$ cat src/rtl/trng_ctrl.sv
// Sequencing controller for the TRNG core: warm-up gating, word packing with
// valid/ready delivery, and continuous repetition/starvation health tests.
module trng_ctrl #(
  parameter int WORD_W        = 32,
  parameter int WARMUP_CYCLES = 256,
  parameter int REP_LIMIT     = 32,
  parameter int TIMEOUT       = 4096
) (
  input  logic              clk,
  input  logic              rst_n,
  input  logic              start,
  input  logic              stop,
  input  logic              clear_fail,
  input  logic              rnd_bit,
  input  logic              rnd_valid,
  input  logic              word_ready,
  output logic              trng_enable,
  output logic [WORD_W-1:0] word_out,
  output logic              word_valid,
  output logic              health_fail,
  output logic [2:0]        state
);

  localparam int WARM_W = $clog2(WARMUP_CYCLES + 1);
  localparam int BIT_W  = $clog2(WORD_W + 1);
  localparam int RUN_W  = $clog2(REP_LIMIT + 1);
  localparam int IDLE_W = $clog2(TIMEOUT + 1);

  typedef enum logic [2:0] {
    S_IDLE    = 3'd0,
    S_WARMUP  = 3'd1,
    S_COLLECT = 3'd2,
    S_HOLD    = 3'd3,
    S_FAIL    = 3'd4
  } state_t;

  state_t              cur_state, nxt_state;
  logic [WARM_W-1:0]   warm_cnt;
  logic [BIT_W-1:0]    bit_cnt;
  logic [RUN_W-1:0]    run_len;
  logic [IDLE_W-1:0]   idle_cnt;
  logic [WORD_W-1:0]   shreg;
  logic                last_bit;
  logic                stop_pend;

  logic rep_active, rep_match, rep_trip, tmo_trip;
  logic word_done, xfer, warm_done;

  // run_len == 0 means no bit has been seen since warm-up, so the next one starts a run
  assign rep_active = (cur_state == S_COLLECT) || (cur_state == S_HOLD);
  assign rep_match  = rnd_valid && (run_len != '0) && (rnd_bit == last_bit);
  assign rep_trip   = rep_active && rep_match && (run_len >= RUN_W'(REP_LIMIT - 1));
  assign tmo_trip   = (cur_state == S_COLLECT) && !rnd_valid &&
                      (idle_cnt >= IDLE_W'(TIMEOUT - 1));
  assign word_done  = (cur_state == S_COLLECT) && rnd_valid &&
                      (bit_cnt == BIT_W'(WORD_W - 1));
  assign xfer       = (cur_state == S_HOLD) && word_ready;
  assign warm_done  = (warm_cnt == WARM_W'(WARMUP_CYCLES - 1));

  always_ff @(posedge clk or negedge rst_n) begin
    if (!rst_n) cur_state <= S_IDLE;
    else        cur_state <= nxt_state;
  end

  // Health trips take priority over stop and over word completion
  always_comb begin
    nxt_state = cur_state;
    case (cur_state)
      S_IDLE:    if (start && !stop) nxt_state = S_WARMUP;
      S_WARMUP:  if (stop) nxt_state = S_IDLE;
                 else if (warm_done) nxt_state = S_COLLECT;
      S_COLLECT: if (rep_trip || tmo_trip) nxt_state = S_FAIL;
                 else if (stop) nxt_state = S_IDLE;
                 else if (word_done) nxt_state = S_HOLD;
      S_HOLD:    if (rep_trip) nxt_state = S_FAIL;
                 else if (xfer) nxt_state = (stop_pend || stop) ? S_IDLE : S_COLLECT;
      S_FAIL:    if (clear_fail) nxt_state = S_IDLE;
      default:   nxt_state = S_IDLE;
    endcase
  end

  always_ff @(posedge clk or negedge rst_n) begin
    if (!rst_n) begin
      warm_cnt    <= '0;
      bit_cnt     <= '0;
      run_len     <= '0;
      idle_cnt    <= '0;
      shreg       <= '0;
      last_bit    <= 1'b0;
      stop_pend   <= 1'b0;
      word_out    <= '0;
      trng_enable <= 1'b0;
      word_valid  <= 1'b0;
      health_fail <= 1'b0;
    end else begin
      if (cur_state == S_WARMUP && !warm_done) warm_cnt <= warm_cnt + 1'b1;
      else                                     warm_cnt <= '0;

      if (cur_state == S_COLLECT && nxt_state == S_COLLECT && rnd_valid) begin
        shreg   <= {shreg[WORD_W-2:0], rnd_bit};
        bit_cnt <= bit_cnt + 1'b1;
      end else if (cur_state != S_COLLECT || nxt_state != S_COLLECT) begin
        shreg   <= '0;
        bit_cnt <= '0;
      end

      if (word_done && nxt_state == S_HOLD) word_out <= {shreg[WORD_W-2:0], rnd_bit};

      // The run continues across HOLD even though those bits are not packed
      if (!rep_active || nxt_state == S_FAIL || nxt_state == S_IDLE) begin
        run_len  <= '0;
        last_bit <= 1'b0;
      end else if (rnd_valid) begin
        last_bit <= rnd_bit;
        if (!rep_match)                         run_len <= RUN_W'(1);
        else if (run_len != RUN_W'(REP_LIMIT)) run_len <= run_len + 1'b1;
      end

      if (cur_state == S_COLLECT && nxt_state == S_COLLECT && !rnd_valid) begin
        if (idle_cnt != IDLE_W'(TIMEOUT)) idle_cnt <= idle_cnt + 1'b1;
      end else begin
        idle_cnt <= '0;
      end

      if (cur_state == S_HOLD && nxt_state == S_HOLD) begin
        if (stop) stop_pend <= 1'b1;
      end else begin
        stop_pend <= 1'b0;
      end

      trng_enable <= (nxt_state == S_WARMUP) || (nxt_state == S_COLLECT) ||
                     (nxt_state == S_HOLD);
      word_valid  <= (nxt_state == S_HOLD);
      health_fail <= (nxt_state == S_FAIL);
    end
  end

  assign state = cur_state;

endmodule

$ cat config.mk
export PLATFORM = sky130hd
export DESIGN_NAME = trng_ctrl
export DESIGN_NICKNAME = d
export VERILOG_FILES = /design/src/rtl/trng_ctrl.sv
export SDC_FILE = /design/constraint.sdc
export NUM_CORES = 1
export LEC_CHECK = 0
export BUFFER_PORTS_ARGS = -buffer_cell sky130_fd_sc_hd__buf_2
export CAP_MARGIN = 20
export CORE_ASPECT_RATIO = 0.6
export CORE_MARGIN = 2
export CORE_UTILIZATION = 66
export CTS_BUF_LIST = sky130_fd_sc_hd__clkbuf_2
export DETAILED_ROUTE_END_ITERATION = 8
export PLACE_DENSITY_LB_ADDON = 0.15
export SYNTH_ARGS = -nofsm -noshare
export SYNTH_HDL_FRONTEND = slang
export SYNTH_SLANG_ARGS = --single-unit
$ cat constraint.sdc
create_clock -name clk -period 6.05 [get_ports clk]
set_clock_uncertainty 0.15 [all_clocks]
set_input_delay 0.3025 -clock clk [delete_from_list [all_inputs] [get_ports clk]]
set_output_delay 0.3025 -clock clk [all_outputs]
set_load 0.03 [all_outputs]
**Word-level counts from Yosys, hierarchy flattened**

Cells that the tools add are included.

- Register bits after elaboration: 105
- Latch bits: 0
- Memory bits (writable): 0
- Bits in read-only memories: 0
- Input port bits: 8
- Output and inout bits: 38
- Memories kept: 0

- Add/sub/neg operators: 4
- Multiply operators: 0
- Divide/modulo/power cells: 0
- Order comparisons: 2
- Eq/ne operators: 18
- Shift-type cells: 0
- Multiplexer cells: 26
- Bitwise gates (word level): 0
- Reduce and logical (&&, ||, !) cells: 34

Operators with widths:

| cell | number |
|---|---|
| two-way mux 31 bit | 2 |
| two-way mux 6 bit | 6 |
| two-way mux 3 bit | 9 |
| two-way mux 13 bit | 2 |
| logical AND 1 bit | 16 |
| one-hot mux 3 bit (5 select lines) | 1 |
| adder 13 x 1 -> 13 bit (second input constant) | 1 |
| greater-or-equal comparator 13 x 12 -> 1 bit (second input constant) | 1 |
| inequality test 13 bit (second input constant) | 1 |
| adder 6 x 1 -> 6 bit (second input constant) | 2 |
| == test 3 x 2 -> 1 bit (second input constant) | 4 |
| adder 9 x 1 -> 9 bit (second input constant) | 1 |
| == test 9 x 8 -> 1 bit (second input constant) | 1 |
| two-way mux 9 bit | 1 |
| logical OR 1 bit | 8 |
| == test 3 x 1 -> 1 bit (second input constant) | 2 |
| == test 3 bit (second input constant) | 2 |
| == test 6 x 5 -> 1 bit (second input constant) | 1 |
| greater-or-equal comparator 6 x 5 -> 1 bit (second input constant) | 1 |
| logical NOT 3 bit | 2 |
| inequality test 3 x 2 -> 1 bit (second input constant) | 2 |
| inequality test 6 bit (second input constant) | 1 |
| nonzero test 6 bit | 1 |
| logical NOT 1 bit | 4 |
| other kinds (8) | 12 |

**Longest topological paths before layout**

- Depth in word-level cells: 13
- Gate-level depth with buffers: 10

**Least setup slack after synthesis**

OpenSTA, ideal clock, no wires.

- Kind: reg2reg
- From: register run_len[0]
- To: register last_bit
- Setup time: 0.088 ns
- Arrival time: 2.060 ns
- Data required time: 5.812 ns
- Slack: 3.752 ns
- Stages on the path, launching flop included: 9
- Buffers on the path: 1
- Period minus slack after synthesis: 2.298 ns
- Cell sequence: dfrtp_1 > inv_1 > ha_1 > or4b_4 > o2111a_2 > nand3b_4 > o311a_1 > buf_6 > a211oi_2

- Cells in the longest elaborated chain, start to end: 12
- Elaborated cells between the ends (all ways): 16

Ends and longest elaborated chain:

| what | line | text |
|---|---|---|
| from (decl) | 40 | `logic [RUN_W-1:0] run_len;` |
| from (signal assigned) | 116 | `else if (run_len != RUN_W'(REP_LIMIT)) run_len <= run_len + 1'b1;` |
| branches (longest 4 deep; another with greater-or-equal comparator 6 x 5 -> 1 bit) | -- |  |
| logical AND 1 bit * | 52 | `assign rep_trip = rep_active && rep_match && (run_len >= RUN_W'(REP_LIMIT - 1));` |
| logical OR 1 bit | 72 | `S_COLLECT: if (rep_trip \|\| tmo_trip) nxt_state = S_FAIL;` |
| two-way mux 3 bit | 72 |  |
| one-hot mux 3 bit (5 select lines) * | 68 | `case (cur_state)` |
| == test 3 bit | 110 | `if (!rep_active \|\| nxt_state == S_FAIL \|\| nxt_state == S_IDLE) begin` |
| logical OR 1 bit | 110 |  |
| logical OR 1 bit * | 110 |  |
| two-way mux 1 bit or nonzero test 2 bit (tied branches) | -- |  |
| to (signal assigned) | 114 | `last_bit <= rnd_bit;` |
| to (decl) | 43 | `logic last_bit;` |

Mark *: on every way between the ends.
A chain may end at the register's enable or synchronous reset.

**Final worst setup path**

- From: register run_len[0]
- To: register run_len[0]

- Cells in the longest elaborated chain, start to end: 13
- Elaborated cells between the ends (all ways): 23

Ends and longest elaborated chain:

| what |
|---|
| branches (longest 13 deep; another with greater-or-equal comparator 6 x 5 -> 1 bit) |

Several ways; the timed one is not identified. The select of a mux whose other input is x is not followed.

==> flow_metrics.tcl <==
set metrics [dict create \
    yosys_warnings 0 \
    antenna_cells 0 \
    synth_area_leaders "dfrtp_1 57%, mux2_2 7.8%, mux2i_1 7.6%" \
    synth_cell_type_count 41 \
    drt_pass1_iterations 4 \
    htreeDepth 3 \
    worst_slack_ps 3080 \
    die_h_um 68.7 \
    drc 0 \
    wire_per_inst_um 16.2 \
    postCtsSetupBuffers 0 \
    yosysSeqAreaShare_pct 57.0 \
    critPathCapture "run_len[0]" \
    syn2layout_area_growth_pct 9.96 \
    dp_hpwl_um 5420 \
    antenna_found_initial 0 \
    dieArea_um2 7690 \
    grt_usage_pct 23.9 \
    vias_per_cell 5.74 \
    die_x_um 112 \
    cts_tree "yes" \
    power.density_nw_per_um2 207 \
    nets 453 \
    fmax_ghz 0.337 \
    cts_sinks 105 \
    clockBufferDepth 2 \
    hp-class "input port to flip-flop" \
    start_kind "flip-flop" \
    hold_violations 0 \
    tightest_slew_ps 811 \
    worst-path-max-fanout 33 \
    final-seq-area_um2 2630 \
    yosys.area.top_type "dfrtp_1" \
    min_period_ps 2970 \
    cp-end-kind "flip-flop" \
    totalWireLength_um 8600 \
    async_flop_share_pct 100 \
    r2r_setup_slack_ps 3080 \
    timing.max_cap.violations 0 \
    yosys_most_used_dff "dfrtp_1" \
    numCtsBuffers 9 \
    postSynthNetCount 403 \
    clkTransAtPathRegs_ps 260 \
    min_from "word_ready" \
    routed-via-count 3043 \
    multi_input_area_um2 1840 \
    fin_cells 530 \
    initial_core_util_pct 68.7 \
    synth_edf_count 0 \
    core.rowCount 23 \
    startpoint "run_len[0]" \
    dp_cells 507 \
    grt_pass1_vias 2970 \
    ir_worst_vdd_v 0.000133 \
    dp_slack_ps 2820 \
    cp.required_ps 6440 \
    first_iter_violations 240 \
    nFillCells 440 \
    maxSlewViolCount 0 \
    synth_area_um2 4610 \
    synth_top_area_share_pct 57.0 \
    avgSynthCellArea_um2 11.9 \
    core_area_um2 6710 \
    period_share_pct 49.1 \
    drive_gt1_share_pct 23.7 \
    gr-total-overflow 0 \
    io_buffers 45 \
    rr_worst_depth 7 \
    setup_viol 0 \
    clk-insertion-delay-late_ps 600 \
    maxSlewHeadroom_pct 46.0 \
    status "completed" \
    rr_startpoint "run_len[0]" \
    gp_congestion 0.906 \
    r2r_end "run_len[0]" \
    cts_root_buf "clkbuf_2" \
    synth_seq_cells 105 \
    grt_max_degree 88 \
    crit_type "flip-flop to flip-flop" \
    ant_nets 0 \
    ios 46 \
    grt_pass1_wl_um 14300 \
    worstPathArrival_ps 3350 \
    rsz0062_at_grt "false" \
    setup-tns-final_ps 0 \
    p_leak_nw 2.53 \
    synth_cells 388 \
]
worst min-delay path by stage:
stage	endpoint	slack, ps	cells after the start
6_report	word_valid	200	3
2_1_floorplan	bit_cnt[0]	-140	0
4_1_cts	word_valid	130	3
3_5_place_dp	word_out[15]	30	1
5_1_grt	word_valid	210	3
3_3_place_gp	word_out[21]	30	1
metal layers:
metal | vias to the layer above | track usage, % | part of all wire [%]
li1 | 1452 | - | -
met2 | 75 | 37.6 | 45
met4 | 0 | 8.80 | 1.6
met5 | - | 0 | 0
met1 | 1501 | 33.0 | 48
met3 | 15 | 6.38 | 4.8
registers in the layout (all words and copies together) (netlist names), 3 cells and up:
signal,count
idle_cnt,13
warm_cnt,9
bit_cnt,6
word_out,32
run_len,6
shreg,31
state,3
per-stage QoR:
| step | cell area [um2] | power [mW] | utilization (%) | hold slack, ps |
|---|---|---|---|---|
| detailed placement | 4890 | 0.765 | 72.9 | 33.4 |
| CTS | 5030 | 1.06 | 75.0 | 129 |
| finish | 5070 | 1.05 | 75.6 | 200 |
| global route | 5070 | 1.09 | 75.6 | 211 |
| floorplan | 4610 | 0.744 | - | -143 |
| global placement | 4890 | 0.764 | 72.9 | 30.4 |
Yosys cell counts (4+ instances only):
master and number:
a21oi_1 9, buf_2 4, xnor2_1 14, mux2_2 32
ha_1 7, nand4_1 8, nor3_1 21, clkbuf_1 8
xor2_1 7, o21ai_0 6, nor2_1 55, nand2_1 11
buf_6 5, mux2i_1 35, nand3_1 11, dfrtp_1 105
inv_1 14
logic make-up (layout without fill, tap and decap cells):
logic type,Yosys count,after routing,share of synthesized area (%)
buf+inv,31,86,3.45
fa+ha+maj,7,7,1.90
other cells,1,1,0.0814
simple gates,125,125,13.3
xor+xnor,21,21,3.99
mux,67,67,15.4
compound gates,31,31,4.89
flops,105,105,57.0
layout by cell type, fill, tap and decap left out, types with 2 or more instances in the layout:
| master | netlist | layout |
|---|---|---|
| dfrtp_1 | 105 | 105 |
| nor2_1 | 55 | 55 |
| buf_2 | 4 | 44 |
| mux2i_1 | 35 | 35 |
| mux2_2 | 32 | 32 |
| nor3_1 | 21 | 21 |
| inv_1 | 14 | 14 |
| xnor2_1 | 14 | 14 |
| nand3_1 | 11 | 11 |
| nand2_1 | 11 | 11 |
| clkbuf_2 | 0 | 10 |
| a21oi_1 | 9 | 9 |
| nand4_1 | 8 | 8 |
| xor2_1 | 7 | 7 |
| ha_1 | 7 | 7 |
| o21ai_0 | 6 | 6 |
| dlygate4sd3_1 | 0 | 6 |
| buf_4 | 0 | 5 |
| or3_1 | 3 | 3 |
| nor4b_1 | 3 | 3 |
| a211oi_2 | 3 | 3 |
| clkinv_4 | 0 | 3 |
| a211oi_1 | 2 | 2 |
| nand2b_1 | 2 | 2 |
| a41o_1 | 2 | 2 |
| nor2b_1 | 2 | 2 |
| a21o_1 | 2 | 2 |
| nor4_1 | 2 | 2 |
report_power, final:
group	internal [mW]	total, mW	switching (mW)
Sequential	0.706	0.709	0.00254
Clock	0.0582	0.291	0.233
Combinational	0.0167	0.0501	0.0334
Total	0.781	1.05	0.269
worst max-delay path: stages, from the launching register on:
cell	delay, ps
dfrtp_1	490
inv_1	80
ha_1	180
or4b_4	500
o2111a_2	320
nand3b_4	460
o311a_1	450
a211oi_1	280
cell type report:
class	instances	share of cell area, %
inverters	14	1.04
clock buffers	10	0.987
repair buffers	56	6.81
multi-input cells	252	36.3
well taps	87	2.15
clock inverters	6	0.864
flip-flops and latches	105	51.8
what timing repair did:
action / in CTS / in global routing
endpoints found under the setup margin: 0 / 0
resized for setup: 0 / 0
endpoints found under the hold margin: 24 / 9
hold buffers: 5 / 1
Note: power is estimated with default switching activity, not from simulation.
